$ cat src/rtl/uart_pkg.sv
// Shared constants for the UART baud generator and its fractional divider.
// Reset divisor 107.4375 gives 16x oversampling at 9600 baud from a 16.5 MHz clock.
package uart_pkg;
  localparam int UART_OVERSAMPLE   = 16;
  localparam int UART_DEFAULT_INT  = 107;
  localparam int UART_DEFAULT_FRAC = 7;
  localparam int UART_MIN_DIV      = 2;
  localparam int UART_PHASE_W      = $clog2(UART_OVERSAMPLE);
endpackage

$ cat src/rtl/uart_frac_divider.sv
// Integer+fractional clock divider: one os_tick per I or I+1 clocks, decoded from registers only.
// Latency: first tick I clocks after run rises or clr. Backpressure: none, free-running.
module uart_frac_divider
  import uart_pkg::*;
#(
  parameter int DIV_W  = 16,
  parameter int FRAC_W = 4
) (
  input  logic              clk,
  input  logic              reset,
  input  logic              run,
  input  logic              clr,
  input  logic [DIV_W-1:0]  div_int,
  input  logic [FRAC_W-1:0] div_frac,
  output logic              os_tick
);

  logic [DIV_W:0]    cnt_q, cnt_d;
  logic [FRAC_W-1:0] acc_q, acc_d;
  logic              carry_q, carry_d;
  logic [DIV_W:0]    i_eff;
  logic [DIV_W:0]    period;
  logic [FRAC_W:0]   acc_sum;

  always_comb begin
    // Divisors 0 and 1 clamp to 2 so a tick never lands on consecutive clocks.
    i_eff   = (div_int < DIV_W'(UART_MIN_DIV)) ? (DIV_W+1)'(UART_MIN_DIV) : {1'b0, div_int};
    period  = i_eff + {{DIV_W{1'b0}}, carry_q};
    os_tick = run && (cnt_q == period - (DIV_W+1)'(1));
    acc_sum = {1'b0, acc_q} + {1'b0, div_frac};

    cnt_d   = cnt_q + (DIV_W+1)'(1);
    acc_d   = acc_q;
    carry_d = carry_q;
    if (!run || clr) begin
      cnt_d   = '0;
      acc_d   = '0;
      carry_d = 1'b0;
    end else if (os_tick) begin
      cnt_d            = '0;
      {carry_d, acc_d} = acc_sum;
    end
  end

  always_ff @(posedge clk or negedge reset) begin
    if (!reset) begin
      cnt_q   <= '0;
      acc_q   <= '0;
      carry_q <= 1'b0;
    end else begin
      cnt_q   <= cnt_d;
      acc_q   <= acc_d;
      carry_q <= carry_d;
    end
  end

endmodule

$ cat src/rtl/uart_baud_gen.sv
// Programmable fractional baud generator: oversample, mid-bit and end-of-bit ticks, resyncable phase.
// Latency: first os_tick I clocks after enable/resync is sampled. Backpressure: none.
module uart_baud_gen
  import uart_pkg::*;
#(
  parameter int DIV_W        = 16,
  parameter int FRAC_W       = 4,
  parameter int OVERSAMPLE   = UART_OVERSAMPLE,
  parameter int DEFAULT_INT  = UART_DEFAULT_INT,
  parameter int DEFAULT_FRAC = UART_DEFAULT_FRAC,
  localparam int PH_W        = $clog2(OVERSAMPLE)
) (
  input  logic              clk,
  input  logic              reset,
  input  logic              enable,
  input  logic [DIV_W-1:0]  div_int,
  input  logic [FRAC_W-1:0] div_frac,
  input  logic              div_load,
  input  logic              resync,
  output logic              div_pending,
  output logic              os_tick,
  output logic              mid_tick,
  output logic              bit_tick,
  output logic [PH_W-1:0]   os_phase
);

  logic              en_q, en_d;
  logic [DIV_W-1:0]  act_int_q, act_int_d;
  logic [FRAC_W-1:0] act_frac_q, act_frac_d;
  logic [DIV_W-1:0]  shd_int_q, shd_int_d;
  logic [FRAC_W-1:0] shd_frac_q, shd_frac_d;
  logic              pend_q, pend_d;
  logic [PH_W-1:0]   os_cnt_q, os_cnt_d;
  logic              tick_w;
  logic              boundary;

  uart_frac_divider #(
    .DIV_W  (DIV_W),
    .FRAC_W (FRAC_W)
  ) u_div (
    .clk      (clk),
    .reset    (reset),
    .run      (en_q),
    .clr      (resync),
    .div_int  (act_int_q),
    .div_frac (act_frac_q),
    .os_tick  (tick_w)
  );

  always_comb begin
    en_d       = enable;
    // A new divisor only takes over where a period starts, so no period in flight is cut short.
    boundary   = tick_w || !en_q || resync;
    shd_int_d  = div_load ? div_int  : shd_int_q;
    shd_frac_d = div_load ? div_frac : shd_frac_q;
    act_int_d  = act_int_q;
    act_frac_d = act_frac_q;
    if (boundary) begin
      act_int_d  = div_load ? div_int  : shd_int_q;
      act_frac_d = div_load ? div_frac : shd_frac_q;
    end
    pend_d = boundary ? 1'b0 : (div_load || pend_q);

    os_cnt_d = os_cnt_q;
    if (!en_q || resync) begin
      os_cnt_d = '0;
    end else if (tick_w) begin
      os_cnt_d = os_cnt_q + PH_W'(1);
    end
  end

  always_ff @(posedge clk or negedge reset) begin
    if (!reset) begin
      en_q       <= 1'b0;
      act_int_q  <= DIV_W'(DEFAULT_INT);
      act_frac_q <= FRAC_W'(DEFAULT_FRAC);
      shd_int_q  <= DIV_W'(DEFAULT_INT);
      shd_frac_q <= FRAC_W'(DEFAULT_FRAC);
      pend_q     <= 1'b0;
      os_cnt_q   <= '0;
    end else begin
      en_q       <= en_d;
      act_int_q  <= act_int_d;
      act_frac_q <= act_frac_d;
      shd_int_q  <= shd_int_d;
      shd_frac_q <= shd_frac_d;
      pend_q     <= pend_d;
      os_cnt_q   <= os_cnt_d;
    end
  end

  assign os_tick     = tick_w;
  assign mid_tick    = tick_w && (os_cnt_q == PH_W'(OVERSAMPLE/2 - 1));
  assign bit_tick    = tick_w && (os_cnt_q == PH_W'(OVERSAMPLE - 1));
  assign div_pending = pend_q;
  assign os_phase    = os_cnt_q;

endmodule
$ cat config.mk
export PLATFORM = sky130hd
export DESIGN_NAME = uart_baud_gen
export DESIGN_NICKNAME = d
export VERILOG_FILES = /design/src/rtl/uart_pkg.sv /design/src/rtl/uart_frac_divider.sv /design/src/rtl/uart_baud_gen.sv
export SDC_FILE = /design/constraint.sdc
export NUM_CORES = 1
export LEC_CHECK = 0
export BUFFER_PORTS_ARGS = -buffer_cell sky130_fd_sc_hd__buf_2
export CAP_MARGIN = 40
export CORE_MARGIN = 5
export CORE_UTILIZATION = 25
export CTS_CLUSTER_DIAMETER = 30
export CTS_CLUSTER_SIZE = 30
export DETAILED_ROUTE_END_ITERATION = 7
export PLACE_DENSITY = 0.42
export REMOVE_ABC_BUFFERS = 1
export SYNTH_ARGS = -nofsm -noshare
export SYNTH_HDL_FRONTEND = slang
export SYNTH_SLANG_ARGS = --single-unit
$ cat constraint.sdc
create_clock -name clk -period 4.5 [get_ports clk]
set_input_delay 0.675 -clock clk [delete_from_list [all_inputs] [get_ports clk]]
set_output_delay 0.675 -clock clk [all_outputs]
set_load 0.005 [all_outputs]
-- After elaboration in Yosys (flattened, before gate mapping)
Index checks and enable logic that the tools add are counted.
- add/sub/neg operators: 5
- order comparisons: 1
- eq/ne operators: 3
- muxes and demuxes: 12
- reductions and logical operators: 9
- operators with widths (operator ; count):
    17-bit 2-to-1 mux ; 2
    16-bit 2-to-1 mux ; 2
    4-bit 2-to-1 mux ; 5
    17-bit by 1-bit adder with 17-bit output ; 1
    17-bit by 1-bit adder with 17-bit output (second input constant) ; 1
    17-bit == test ; 1
    17-bit by 1-bit subtractor with 17-bit output (second input constant) ; 1
    16-bit by 2-bit less-than comparator with 1-bit output (second input constant) ; 1
    4-bit by 4-bit adder with 5-bit output ; 1
    4-bit by 1-bit adder with 4-bit output (second input constant) ; 1
    4-bit by 3-bit == test with 1-bit output (second input constant) ; 1
    4-bit == test (second input constant) ; 1
    1-bit logical OR ; 4
    1-bit logical AND ; 3
    1-bit 2-to-1 mux ; 3
    2-bit nonzero test ; 1
    1-bit logical NOT ; 1
- register bits: 68
- bits of input ports: 25
- output and inout bits: 8
- word-level logic and storage cells: 40

-- Longest topological paths before layout
- word-level depth: 9
- mapped depth: 17
- gate-level depth less buffers: 12

-- Modules after synthesis
From an unflattened synthesis, not the netlist that was laid out.
- cells, all modules: 320
- area total of the unflattened synthesis: 3761.1 µm²
- modules (own cells, without submodules) (module ; instances ; cells an instance ; area an instance (µm²) ; seq. area each (µm²)):
    uart_frac_divider ; 1 ; 209 ; 1889.3 ; 550.5
    uart_baud_gen ; 1 ; 111 ; 1871.8 ; 1171.1

-- Worst setup path after synthesis
No wires, ideal clock.
- path type: flip-flop to output port
- start: register act_int_q[4]
- end: output port mid_tick
- data arrival time: 3.934 ns
- data required time: 3.825 ns
- slack: -0.109 ns
- stages on the path, launching flop included: 16
- buffers on the path: 3
- cell sequence: dfrtp_1 buf_6 nor4_2 nand2_1 o21ai_0 ha_1 ha_1 or3b_2 clkbuf_1 nor4b_1 xnor2_1 nand4_1 or4_1 buf_2 nor4b_2 nor2b_1
- cells in the longest elaborated chain, start to end: 7
- RTL lines (element ; line ; source):
    from (decl) ; uart_baud_gen.sv:28 ; logic [DIV_W-1:0] act_int_q, act_int_d;
    from (signal assigned) ; uart_baud_gen.sv:75 ; act_int_q <= DIV_W'(DEFAULT_INT);
    from (signal assigned) ; uart_baud_gen.sv:83 ; act_int_q <= act_int_d;
    16-bit by 2-bit less-than comparator with 1-bit output ; uart_frac_divider.sv:27 ; i_eff = (div_int < DIV_W'(UART_MIN_DIV)) ? (DIV_W+1)'(UART_MIN_DIV) : {1'b0, div_int};
    16-bit 2-to-1 mux * ; uart_frac_divider.sv:27 ;
    17-bit by 1-bit adder with 17-bit output * ; uart_frac_divider.sv:28 ; period = i_eff + {{DIV_W{1'b0}}, carry_q};
    17-bit by 1-bit subtractor with 17-bit output * ; uart_frac_divider.sv:29 ; os_tick = run && (cnt_q == period - (DIV_W+1)'(1));
    17-bit == test * ; uart_frac_divider.sv:29 ;
    1-bit logical AND * ; uart_frac_divider.sv:29 ;
    1-bit logical AND * ; uart_baud_gen.sv:93 ; assign mid_tick = tick_w && (os_cnt_q == PH_W'(OVERSAMPLE/2 - 1));
    to (decl) ; uart_baud_gen.sv:22 ; output logic mid_tick,
Mark *: on every way between the ends. The rest lies on a longest branch, timed or not.

-- Final worst setup path
- start: register act_int_q[14]
- end: output port mid_tick
The elaborated chain is that of the path after synthesis.

==> impl_metrics.tcl <==
set metrics [dict create \
    grt_max_degree 36 \
    nNetsFinal 421 \
    clock_sinks 68 \
    synth_top_area_cell "dfrtp_1" \
    ant_nets 0 \
    ys.flop_type "dfrtp_1" \
    drt_drc_violations_left 0 \
    p_seq_share_pct 42.1 \
    peakVddDrop_mv 0.154 \
    synth_async_sr_flop_share_pct 100 \
    die_area_um2 17100 \
    max_slew_margin_pct 46.9 \
    combPwrFrac_pct 15.6 \
    final_area_um2 4610 \
    antenna_found_initial 0 \
    cts_hold_buffers 0 \
    p_clk_share_pct 42.2 \
    hp-class "in -> async" \
    via_count 2683 \
    grt_overflow 0 \
    drv_slew 0 \
    wire_per_inst_um 15.2 \
    dr.pass1.iters 4 \
    cp_cell_sequence "nor4_4, nand3_1, o21ai_1, ha_2, ha_4, or3b_4, nor4b_4, xnor2_1, nand4_1, or4_4, nor4b_4, nor2b_1, buf_2" \
    syn_inst 332 \
    setup_viol 0 \
    clk_latency_ns 0.33 \
    antennaDiodeCount 0 \
    slowest_stage "or4_4" \
    cp_slowest_stage_delay_ns 0.57 \
    powerDensity_nw_per_um2 361 \
    worstMarginPinSlew_ns 0.797 \
    ys_ff_latch 68 \
    area_growth_pct 26.6 \
    drive_gt1_share_pct 39.3 \
    hold_ws_ns 0.424 \
    h-tree-depth 3 \
    grt_pass1_wl_um 14200 \
    grt_pass1_vias 2797 \
    dpl_cell_area_um2 4170 \
    top_level_ports 33 \
    max_cap_violations 0 \
    synth_top_area_share_pct 35.7 \
    tns_ns 0 \
    syn_avg_cell_area_um2 11.0 \
    fmax_ghz 0.224 \
    cts_setup_buffers 0 \
    fin_util_pct 32.0 \
    synth_area_leaders "dfrtp_1 (36%), mux2_2 (12%), dfstp_2 (12%)" \
    synth_cell_types 47 \
    end_kind "primary output" \
    routabilityCongestion 0.833 \
    p_sw_mw 0.422 \
    status "complete, no violations" \
    cts_buffers 9 \
    port_buffers 32 \
    wl_um 8760 \
    fin_crit_ns 4.46 \
    initial_core_util_pct 25.3 \
    dieWidth_um 131 \
    core_um2 14400 \
    cp-startpoint "act_int_q[14]" \
    hpwl_um 6230 \
    vias_per_cell 4.66 \
    arrival_ns 3.78 \
    tritoncts "built" \
    p_int_mw 1.24 \
    grtUsageTotal_pct 10.8 \
    die_y_um 131 \
    synth_edf_count 0 \
    drt_iter0_markers 157 \
    finClkSkew_ns 0.00348 \
    worstSetupStartpointType "flip-flop" \
    timing.rr.start "act_int_q[14]" \
    rsz0062_at_grt "true" \
    ys_warn_count 0 \
    rr_worst_depth 13 \
    critPathMaxFanout 4 \
    cpMostUsedCell "nor4b_4" \
    crit_type "reg -> out" \
    ys_seq_area_share_pct 47.2 \
    finalHoldViolCount 0 \
    required_ns 3.83 \
    cts_max_path_buffers 2 \
    netlist_area_um2 3640 \
    leakage_nw 1.94 \
    netSwitchingFraction_pct 25.3 \
    finalCritPeriodShare_pct 99.0 \
    cts_root_buffer "clkbuf_16" \
    row_count 44 \
    clk_pin_slew_ns 0.05 \
]
==> sequential cells by signal (all words and copies together) (netlist names) <==
| signal | count |
|---|---|
| u_div.carry_q | 1 |
| u_div.cnt_q | 17 |
| act_int_q | 16 |
| os_phase | 4 |
| u_div.acc_q | 4 |
| act_frac_q | 4 |
| en_q | 1 |
| shd_int_q | 16 |
| div_pending | 1 |
| shd_frac_q | 4 |
==> worst paths after layout <==
check | end | slack [ns]
worst max-delay path | mid_tick | 0.04
worst min-delay path | u_div.cnt_q[1] | 0.42
worst max register to register | os_phase[3] | 0.71
worst min register to register | div_pending | 0.48
max in group asynchronous | act_frac_q[1] | 3.09
min in group clk | en_q | 0.45
==> cell type report <==
cell class	instances	area (um2)
clock buffer	16	302
tap	184	230
inverter	5	18.8
multi-input combinational	241	1940
sequential	68	1720
timing repair buffer	62	402
fill	1449	9810
==> cell families (layout without fill, tap and decap cells) <==
group                    Yosys count  in the layout  share of synthesized area (%)
multiplexers                      42             42                           13.0
AND/OR/NAND/NOR                  111            111                           16.6
XOR/XNOR                          34             34                           8.17
buffers and inverters             23             83                           3.26
flip-flops                        68             68                           47.2
adder cells (fa/ha/maj)            9              9                           3.30
AO/OA/AOI/OAI                     45             45                           8.41
==> layout by cell type, fill, tap and decap left out, drive strengths merged, types with 2 or more instances in the layout <==
master  instances
a211oi          3
a21o            5
a21oi          13
a41o            2
and2            2
and3            4
and4            2
buf            62
clkbuf         16
dfrtp          52
dfstp          16
ha              8
inv             5
mux2           41
nand2           8
nand2b          6
nand3          25
nand3b          2
nand4           3
nor2           34
nor3            5
nor3b           2
nor4            5
nor4b           3
o211a           3
o21ai           8
o31ai           5
or3             2
or4             6
xnor2          18
xor2           16
==> what timing repair did <==
action / CTS / global route
resized for setup: 14 / 12
endpoints found under the setup margin: 2 / 3
cloned: 0 / 0
pin swaps: 5 / 9
==> cells in the mapped netlist, types with 3 or more instances <==
cell / n
a211oi_1: 3
a21o_1: 5
a21oi_1: 13
and3_1: 4
buf_6: 3
clkbuf_1: 11
dfrtp_1: 52
dfstp_2: 16
ha_1: 8
inv_1: 5
mux2_2: 40
nand2_1: 8
nand2b_1: 6
nand3_1: 25
nand4_1: 3
nor2_1: 34
nor3_1: 5
nor4_2: 3
o211a_1: 3
o21ai_0: 8
o31ai_1: 5
or4_1: 6
xnor2_1: 18
xor2_1: 16
==> power groups by stage <==
stage                     registers [mW]  logic [mW]  clock network (mW)
after floorplan                    0.710       0.128                   0
after global placement             0.706       0.242                   0
after detailed placement           0.707       0.244                   0
after CTS                          0.702       0.254               0.727
after global routing               0.707       0.287               0.755
final                              0.701       0.260               0.703
==> worst max-delay path: cells and delay by family (launching register included) <==
family | cells | cell delay (ns)
AOI/OAI and AO/OA | 1 | 0.16
xor gates and xnor gates | 1 | 0.16
adders and majority gates | 2 | 0.34
buffers and inverters | 1 | 0.12
DFF | 1 | 0.40
and+or+nand+nor | 8 | 2.27
==> stage by stage <==
step / instances / power, mW / setup WS (ns)
final: 576 / 1.66 / 0.0433
after global routing: 576 / 1.75 / -0.140
after CTS: 576 / 1.68 / 0.00132
after detailed placement: 560 / 0.951 / 0.0593
after global placement: 560 / 0.948 / 0.144
after floorplan: 314 / 0.838 / -0.0122
==> per-layer routing <==
metal | share of wire (%) | vias to the layer above | wire length, um | GRT usage, %
met5 | 0 | - | 0 | 0
met3 | 2.7 | 10 | 236 | 2.89
li1 | - | 1307 | - | -
met1 | 48 | 1342 | 4190 | 13.6
met4 | 2.4 | 0 | 210 | 4.66
met2 | 47 | 24 | 4120 | 17.5
No activity file was read; power rests on OpenSTA's default activity.
